## config.mk

```make
export PLATFORM = sky130hd
export DESIGN_NAME = pll_phase_stepper
export DESIGN_NICKNAME = d
export VERILOG_FILES = /design/src/rtl/pll_phase_stepper.sv
export SDC_FILE = /design/constraint.sdc
export NUM_CORES = 1
export LEC_CHECK = 0
export ABC_AREA = 1
export BUFFER_PORTS_ARGS = -buffer_cell sky130_fd_sc_hd__clkbuf_2
export CORE_MARGIN = 4
export CORE_UTILIZATION = 43
export DETAILED_ROUTE_END_ITERATION = 10
export PLACE_DENSITY_LB_ADDON = 0.08
export SYNTH_ARGS = -nofsm -noshare
export SYNTH_HDL_FRONTEND = slang
export SYNTH_SLANG_ARGS = --single-unit
```

## constraint.sdc

```tcl
create_clock -name clk -period 5.2 [get_ports clk]
set_clock_uncertainty 0.15 [all_clocks]
set_input_delay 0.52 -clock clk [delete_from_list [all_inputs] [get_ports clk]]
set_output_delay 0.52 -clock clk [all_outputs]
set_load 0.02 [all_outputs]
```

## src/rtl/pll_phase_stepper.sv

```systemverilog
`default_nettype none
// ============================================================================
// Module   : pll_phase_stepper
// Purpose  : Steps one PLL output (PSSEL/PSDIR/PSPULSE) to a requested
//            absolute phase position, taking the shortest way round the
//            phase circle and tracking the current position.
// Revision : 1.0 - initial release
// ============================================================================
module pll_phase_stepper #(
    parameter int PHASE_STEPS = 80,
    parameter int INIT_POS    = 68,
    parameter int PS_SEL      = 2,
    parameter int DIR_UP      = 0,
    parameter int SETUP_CYC   = 2,
    parameter int PULSE_HI    = 4,
    parameter int PULSE_LO    = 4,
    parameter int SETTLE_CYC  = 64
) (
    input  logic       clk,
    input  logic       reset,
    input  logic       req_valid,
    input  logic [6:0] req_pos,
    output logic       req_ready,
    output logic       busy,
    output logic       done,
    output logic       err,
    output logic [6:0] cur_pos,
    output logic [2:0] ps_sel,
    output logic       ps_dir,
    output logic       ps_pulse
);

    localparam int         TW         = 8;
    localparam logic [6:0] c_steps    = 7'(PHASE_STEPS);
    localparam logic [6:0] c_half     = 7'(PHASE_STEPS / 2);
    localparam logic [6:0] c_last_pos = 7'(PHASE_STEPS - 1);
    localparam logic [6:0] c_init_pos = 7'(INIT_POS);
    localparam logic       c_dir_up   = 1'(DIR_UP);

    typedef enum logic [2:0] {
        S_IDLE    = 3'd0,
        S_SETUP   = 3'd1,
        S_PULSE_H = 3'd2,
        S_PULSE_L = 3'd3,
        S_SETTLE  = 3'd4,
        S_DONE    = 3'd5
    } state_t;

    state_t          r_state;
    state_t          w_state_nxt;
    logic [TW-1:0]   r_timer;
    logic [6:0]      r_pos;
    logic [6:0]      r_steps;
    logic            r_up;
    logic            r_err;
    logic            r_pulse;

    logic            w_accept;
    logic            w_timer_zero;
    logic            w_in_range;
    logic [6:0]      w_diff;
    logic [6:0]      w_up_dist;
    logic            w_zero;
    logic            w_go_up;
    logic [6:0]      w_n;
    logic [6:0]      w_pos_step;

    // Cycles spent in each timed state, loaded as (duration - 1) on entry
    function automatic logic [TW-1:0] f_dur(input state_t s);
        case (s)
            S_SETUP:   f_dur = TW'(SETUP_CYC - 1);
            S_PULSE_H: f_dur = TW'(PULSE_HI - 1);
            S_PULSE_L: f_dur = TW'(PULSE_LO - 1);
            S_SETTLE:  f_dur = TW'(SETTLE_CYC - 1);
            default:   f_dur = '0;
        endcase
    endfunction

    assign w_accept     = req_valid && (r_state == S_IDLE);
    assign w_timer_zero = (r_timer == '0);

    // Shortest-path planning: forward distance on the circle, ties go up
    always_comb begin
        w_in_range = (req_pos < c_steps);
        w_diff     = req_pos - r_pos;
        w_up_dist  = (req_pos < r_pos) ? (w_diff + c_steps) : w_diff;
        w_zero     = !w_in_range || (w_up_dist == 7'd0);
        w_go_up    = (w_up_dist <= c_half);
        w_n        = w_go_up ? w_up_dist : (c_steps - w_up_dist);
    end

    // Next tracked position for one pulse in the latched direction
    always_comb begin
        if (r_up) begin
            w_pos_step = (r_pos == c_last_pos) ? 7'd0 : (r_pos + 7'd1);
        end else begin
            w_pos_step = (r_pos == 7'd0) ? c_last_pos : (r_pos - 7'd1);
        end
    end

    // FSM state register
    always_ff @(posedge clk) begin
        if (reset) begin
            r_state <= S_IDLE;
        end else begin
            r_state <= w_state_nxt;
        end
    end

    // FSM next-state logic
    always_comb begin
        w_state_nxt = r_state;
        case (r_state)
            S_IDLE: begin
                if (w_accept) begin
                    w_state_nxt = w_zero ? S_DONE : S_SETUP;
                end
            end
            S_SETUP: begin
                if (w_timer_zero) w_state_nxt = S_PULSE_H;
            end
            S_PULSE_H: begin
                if (w_timer_zero) begin
                    w_state_nxt = (r_steps > 7'd1) ? S_PULSE_L : S_SETTLE;
                end
            end
            S_PULSE_L: begin
                if (w_timer_zero) w_state_nxt = S_PULSE_H;
            end
            S_SETTLE: begin
                if (w_timer_zero) w_state_nxt = S_DONE;
            end
            S_DONE:  w_state_nxt = S_IDLE;
            default: w_state_nxt = S_IDLE;
        endcase
    end

    // Per-state cycle timer, reloaded whenever the state changes
    always_ff @(posedge clk) begin
        if (reset) begin
            r_timer <= '0;
        end else if (w_state_nxt != r_state) begin
            r_timer <= f_dur(w_state_nxt);
        end else if (!w_timer_zero) begin
            r_timer <= r_timer - 1'b1;
        end
    end

    // Request latching, position tracking and the registered pulse output
    always_ff @(posedge clk) begin
        if (reset) begin
            r_pos   <= c_init_pos;
            r_steps <= 7'd0;
            r_up    <= 1'b1;
            r_err   <= 1'b0;
            r_pulse <= 1'b0;
        end else begin
            r_pulse <= (w_state_nxt == S_PULSE_H);
            if (w_accept) begin
                r_steps <= w_zero ? 7'd0 : w_n;
                r_err   <= !w_in_range;
                // Direction only changes for real moves, so degenerate
                // requests leave ps_dir untouched
                if (!w_zero) r_up <= w_go_up;
            end else if ((r_state == S_PULSE_H) && w_timer_zero) begin
                r_pos   <= w_pos_step;
                r_steps <= r_steps - 7'd1;
            end
        end
    end

    assign req_ready = (r_state == S_IDLE);
    assign busy      = (r_state != S_IDLE) || w_accept;
    assign done      = (r_state == S_DONE);
    assign err       = (r_state == S_DONE) && r_err;
    assign cur_pos   = r_pos;
    assign ps_sel    = 3'(PS_SEL);
    assign ps_dir    = r_up ? c_dir_up : ~c_dir_up;
    assign ps_pulse  = r_pulse;

endmodule
`default_nettype wire

```

* After elaboration in Yosys (flattened, before gate mapping)
Cells that the tools add are included.
** Cells by class
- Reductions and logical operators :: 16
- Add/subtract/negate cells :: 7
- Equality and inequality tests :: 12
- Multiplexer cells :: 19
- $lt $le $gt $ge :: 4
- Bitwise operators :: 2
** Operators by type and width (number)
- 2-to-1 mux 7 bit :: 8
- 2-to-1 mux 3 bit :: 6
- one-hot mux 6 bit (3 select lines) :: 1
- 2-to-1 mux 8 bit :: 2
- zero test 7 bit :: 2
- subtractor 7 x 1 -> 7 bit (second input constant) :: 2
- == test 3 x 2 -> 1 bit (second input constant) :: 4
- one-hot mux 3 bit (4 select lines) :: 1
- == test 3 bit (second input constant) :: 3
- zero test 8 bit :: 1
- subtractor 8 x 1 -> 8 bit (second input constant) :: 1
- adder 7 x 1 -> 7 bit (second input constant) :: 1
- adder 7 bit (second input constant) :: 1
- == test 7 bit (second input constant) :: 1
- greater-than comparator 7 x 1 -> 1 bit (second input constant) :: 1
- less-or-equal comparator 7 x 6 -> 1 bit (second input constant) :: 1
- less-than comparator 7 bit :: 1
- less-than comparator 7 bit (second input constant) :: 1
- subtractor 7 bit :: 1
- subtractor 7 bit (first input constant) :: 1
- == test 3 x 1 -> 1 bit (second input constant) :: 2
- AND reduction 2 bit :: 2
- OR reduction 2 bit :: 2
- logical AND 1 bit :: 3
- 9 further kinds :: 11
** Word-level totals
- Output and inout bits :: 16
- Bits of input ports :: 10
- Logic and storage cells :: 67
- Bits in registers :: 28

* Logic depth before layout (Yosys ltp)
- Depth after elaboration :: 12
- Depth in mapped cells :: 22
- Depth with buffers taken out :: 22

* Worst setup path before layout
No wires, ideal clock.
- Kind :: register -> register
- Start point :: register r_pos[3] (netlist: cur_pos[3])
- End point :: register r_timer[0]
- Clock period less this slack :: 2.756 ns
- Path buffers :: 0
- Cell stages (with the launch flop) :: 20
- Path slack :: 2.444 ns
- Arrival time :: 2.497 ns
- Cells stage by stage :: dfxtp_1 inv_1 ha_1 nand2_1 nor2_1 nand2_1 nand3_1 nand2_1 and2_1 ha_1 nand2_1 nand2_2 nor2_1 nand3_2 nand2_2 nand2_1 nand4_1 nand3_1 nand2_1 inv_1
** On the way
- Cells in the longest elaborated chain, start to end :: 12
** RTL lines
- start, declared :: line 52 : logic [6:0] r_pos;
- start signal, assigned :: line 152 : r_pos <= c_init_pos;
- start signal, assigned :: line 166 : r_pos <= w_pos_step;
- subtractor 7 bit :: line 85 : w_diff = req_pos - r_pos;
- adder 7 bit :: line 86 : w_up_dist = (req_pos < r_pos) ? (w_diff + c_steps) : w_diff;
- 2-to-1 mux 7 bit * :: line 86
- zero test 7 bit * :: line 87 : w_zero = !w_in_range || (w_up_dist == 7'd0);
- logical OR 1 bit * :: line 87
- 2-to-1 mux 3 bit * :: line 116 : w_state_nxt = w_zero ? S_DONE : S_SETUP;
- 2-to-1 mux 3 bit * :: line 115 : if (w_accept) begin
- one-hot mux 3 bit (4 select lines) * :: line 113 : case (r_state)
- == test 3 x 2 -> 1 bit :: line 70 : case (s)
- OR reduction 2 bit (no line)
- one-hot mux 6 bit (3 select lines) :: line 70
- 2-to-1 mux 8 bit :: line 142 : end else if (w_state_nxt != r_state) begin
- end signal, assigned :: line 143 : r_timer <= f_dur(w_state_nxt);
- end signal, assigned :: line 145 : r_timer <= r_timer - 1'b1;
- end, declared :: line 51 : logic [TW-1:0] r_timer;
Every way passes the cells marked *; elsewhere a longest branch is shown, timed or not.
A chain may end at the register's enable or synchronous reset.

* Worst setup path in the final report
Same ends and word-level chain as after synthesis.

==> implementation parameters <==
Parameter                              Value

Power and ir drop
  Share of power burned in combinational logic    62.4%
  Switching part of the total    around half
  Static power due to leakage    between 1 and 1.5 nW
  Clock power frac    roughly an eighth
  Highest ir drop seen on vdd    approximately 0.23 mV
  P_sw    0.681 mW
  Design internal power    0.676 mW
  Share of power burned in registers    between 20% and 30%
  Power Dens Cells    508 nW/um^2

STA
  Hold Slack    ~0.33 ns
  Time the worst path needs with I/O delays and setup    2.94 ns
  Worst-case setup margin in the final layout    approximately 2.3 ns
  Setup repair after global routing missed its margin    false
  Maximum clock rate    about 340 MHz
  Count of final max-slew check failures    0
  Setup Viol. Count Final    0
  Normalized max-slew margin    between 60 and 70%
  Hold Violations, Final    0
  Measured slew at the worst slew-check pin    around 0.55 ns
  Total negative slack    0 ns
  Fraction of the cycle the final worst path needs    between 50 and 60%

Setup path
  Worst R2R Start    cur_pos[3]$_SDFFE_PP0P_
  Peak fanout along the critical path    6
  Count of buffer and inverter cells on the critical path    2
  Critical path type    reg -> reg
  Crit-path most repeated cell    sky130_fd_sc_hd__nand2_1
  Reg-to-reg slack, setup    approximately 2.3 ns
  Critical Path Max Stage Delay    ~0.44 ns
  Logic depth of the worst path, buffers included    20
  Timing startpoint of the critical path    cur_pos[3]$_SDFFE_PP0P_
  Reg2Reg Depth    20
  Critical-path cell with the highest stage delay    sky130_fd_sc_hd__dfxtp_1
  Crit-path leading delay family    simple AND/OR/NAND/NOR gates
  Signal arrival time at the worst endpoint    around 3.0 ns
  R2r endpoint    r_timer[0]$_SDFFE_PP0P_
  Data required, critical path    about 5.3 ns
  Endpoint kind of the worst setup timing path    flop
  Startpoint class of the critical path    flop
  List of cells traversed by the critical path    inv_1, ha_1, nand2_1, nor2_1, nand2_1, nand3_1, nand2_1, and2_1, ha_1, nand2_1, nand2_2, nor2_1, nand3_2, nand2_2, nand2_1, nand3_1, nand2_1, nand3_1, nand2_1, inv_1

Worst hold path
  Type of the worst min-delay path    reg -> reg
  Hold EP    r_err$_SDFFE_PP0P_
  Critical hold path startpoint    r_err$_SDFFE_PP0P_
  Number of stages on the worst hold path    2

Global route
  Pin count of the biggest net entering global routing    18
  Global route total overflow    0
  Initial antenna violation count    0
  First-pass GRT wire length    9660 um
  All-Layer GR Usage    between 10% and 20%
  Vias in the first global route    2165

Synthesis
  Per-instance average area after synthesis    6.49 um^2
  Portion of the post-synthesis area used by sequential elements    between 20% and 30%
  Cells after Synth    ~380
  Warning count from the yosys run    0
  Synth area leaders    sky130_fd_sc_hd__dfxtp_1, sky130_fd_sc_hd__nand2_1, sky130_fd_sc_hd__inv_1
  Count of flip-flops with a built-in enable after synthesis    0
  Number of different library cells in the post-synthesis netlist    between 40 and 50
  Share of the synthesized area in the top cell type    roughly 23%
  Seq cells post-synth    28
  Netlist area before placement    about 2400 um^2
  Synth area leader    sky130_fd_sc_hd__dfxtp_1
  Dominant register cell in the synthesized netlist    sky130_fd_sc_hd__dfxtp_1
  Proportion of register bits with asynchronous set or reset after synthesis    0%

Clocking
  Clock-pin slew on the worst setup and hold paths    about 0.11 ns
  TritonCTS Buffers    3
  Number of H-tree levels    1
  Quantity of hold-fixing buffers added after cts    0
  Root Driver    sky130_fd_sc_hd__clkbuf_8
  Buffer depth of the longest clock path    2
  Sinks on the clock net    28
  Post-CTS Setup Repair Bufs    0
  Insertion delay of the later-clocked pin in the worst-skew pair    a little under 0.3 ns
  Cts repair resizes    0
  CTS tree    built

Finish
  Antenna cells    0
  Top library cells by usage in the layout, fill and taps aside    sky130_fd_sc_hd__nand2_1, sky130_fd_sc_hd__inv_1, sky130_fd_sc_hd__nor2_1, sky130_fd_sc_hd__nand3_1, sky130_fd_sc_hd__dfxtp_1
  Layout cell share with drive strength beyond 1    15.2%
  Final net count    422
  Area growth, synth to finish    9.72%
  Number of non-filler instances in the completed layout    between 400 and 500
  Finished Core Util    approximately 48%
  Most common library cell in the layout ignoring fill and taps    sky130_fd_sc_hd__nand2_1

Routing
  Detailed-routing iteration count for the pre-antenna-repair pass    4
  Post-DR vias/cell    about 5.0
  Overall via count from detail_route    2320
  DRC marker count from the first detailed-route iteration    about 120
  Post-DR wirelength/cell    approximately 12 um
  Post-detailed-route DRC marker count    0
  Post-detailed-route count of antenna-violating nets    0
  Final WL    ~5500 um

Place
  DP HPWL    around 4300 um
  Number of cells after detailed placement    463
  Input/output buffers    22
  Routability cong.    slightly below 0.9
  Placement-stage worst setup slack    between 2 and 2.5 ns

Floorplan
  Area of the die    between 6000 and 7000 um^2
  Die Width    between 80 and 90 um
  Die boundary height    approximately 83 um
  Starting utilization of the core area    between 40 and 50%
  FP Rows    27
  Total core area    ~5500 um^2
  Boundary pin count    26

Run status
  Run status    complete, no violations

Flow run
  Number of maximum-capacitance violations    0
[flip-flops by register name, indices dropped and copies added (netlist names)]
name / flops
r_err: 1
r_state: 3
r_up: 1
ps_pulse: 1
cur_pos: 7
r_steps: 7
r_timer: 8
[per-layer routing]
| layer | track usage [%] | up-vias | share of wire (%) |
|---|---|---|---|
| li1 | - | 1251 | - |
| met1 | 22.1 | 1033 | 50 |
| met2 | 27.3 | 30 | 46 |
| met3 | 2.68 | 6 | 3.1 |
| met4 | 3.86 | 0 | 1.2 |
| met5 | 0 | - | 0 |
[power groups by stage]
stage | clock network (mW) | registers [mW] | logic, mW
2_1_floorplan | 0 | 0.330 | 0.694
3_3_place_gp | 0 | 0.337 | 0.849
3_5_place_dp | 0 | 0.337 | 0.845
4_1_cts | 0.182 | 0.332 | 0.851
5_1_grt | 0.192 | 0.343 | 0.971
6_report | 0.179 | 0.332 | 0.846
[Yosys cell counts, types with 2 or more instances]
cell / n
sky130_fd_sc_hd__nor3_1: 6
sky130_fd_sc_hd__ha_1: 15
sky130_fd_sc_hd__nand2_4: 2
sky130_fd_sc_hd__nor2_2: 4
sky130_fd_sc_hd__o211ai_1: 4
sky130_fd_sc_hd__a31oi_1: 11
sky130_fd_sc_hd__buf_4: 3
sky130_fd_sc_hd__nor4_1: 3
sky130_fd_sc_hd__nand3_1: 31
sky130_fd_sc_hd__nand4_1: 5
sky130_fd_sc_hd__nand2_2: 10
sky130_fd_sc_hd__a211oi_1: 4
sky130_fd_sc_hd__nor2_4: 2
sky130_fd_sc_hd__inv_2: 7
sky130_fd_sc_hd__inv_1: 58
sky130_fd_sc_hd__nor3_2: 2
sky130_fd_sc_hd__dfxtp_1: 28
sky130_fd_sc_hd__conb_1: 2
sky130_fd_sc_hd__a21oi_1: 16
sky130_fd_sc_hd__nand2_1: 75
sky130_fd_sc_hd__clkbuf_1: 3
sky130_fd_sc_hd__xor2_1: 12
sky130_fd_sc_hd__o21ai_0: 18
sky130_fd_sc_hd__o21ai_1: 3
sky130_fd_sc_hd__nor2_1: 31
sky130_fd_sc_hd__xnor2_1: 4
[worst reg2reg max path: stages, from the launching register on]
cell and delay, ns:
sky130_fd_sc_hd__dfxtp_1 0.44, sky130_fd_sc_hd__inv_1 0.14, sky130_fd_sc_hd__ha_1 0.43, sky130_fd_sc_hd__nand2_1 0.14
sky130_fd_sc_hd__nor2_1 0.11, sky130_fd_sc_hd__nand2_1 0.07, sky130_fd_sc_hd__nand3_1 0.07, sky130_fd_sc_hd__nand2_1 0.06
sky130_fd_sc_hd__and2_1 0.15, sky130_fd_sc_hd__ha_1 0.28, sky130_fd_sc_hd__nand2_1 0.08, sky130_fd_sc_hd__nand2_2 0.08
sky130_fd_sc_hd__nor2_1 0.12, sky130_fd_sc_hd__nand3_2 0.08, sky130_fd_sc_hd__nand2_2 0.09, sky130_fd_sc_hd__nand2_1 0.09
sky130_fd_sc_hd__nand3_1 0.11, sky130_fd_sc_hd__nand2_1 0.05, sky130_fd_sc_hd__nand3_1 0.06, sky130_fd_sc_hd__nand2_1 0.05
sky130_fd_sc_hd__inv_1 0.04
[logic make-up after synthesis]
family,share of synthesized area (%)
xor gates and xnor gates,7.10
and+or+nand+nor,34.8
DFF,23.0
other,0.309
adders and majority gates,8.53
AOI/OAI and AO/OA,14.7
buffers and inverters,11.6
[cell type report]
class                      instances  area, um^2
multi-input combinational        276        1590
tap                               72        90.1
timing repair buffer              22         110
fill                             603        2840
sequential                        28         561
inverter                          65         244
clock inverter                     1        30.0
clock buffer                       3        41.3
[through the flow]
step	instance area (um^2)	power [mW]
global route	2670	1.51
global placement	2600	1.19
floorplan	2440	1.02
detailed placement	2600	1.18
finish	2670	1.36
CTS	2670	1.37
[worst max path at each step]
stage,to,slack (ns)
after floorplan,r_timer[0]$_SDFFE_PP0P_,2.44
after global placement,r_timer[0]$_SDFFE_PP0P_,2.28
after detailed placement,r_steps[2]$_SDFFE_PP0P_,2.24
after CTS,r_timer[0]$_SDFFE_PP0P_,2.24
after global routing,r_steps[5]$_SDFFE_PP0P_,1.94
final,r_timer[0]$_SDFFE_PP0P_,2.26
Power figures use the tool's default switching activity.
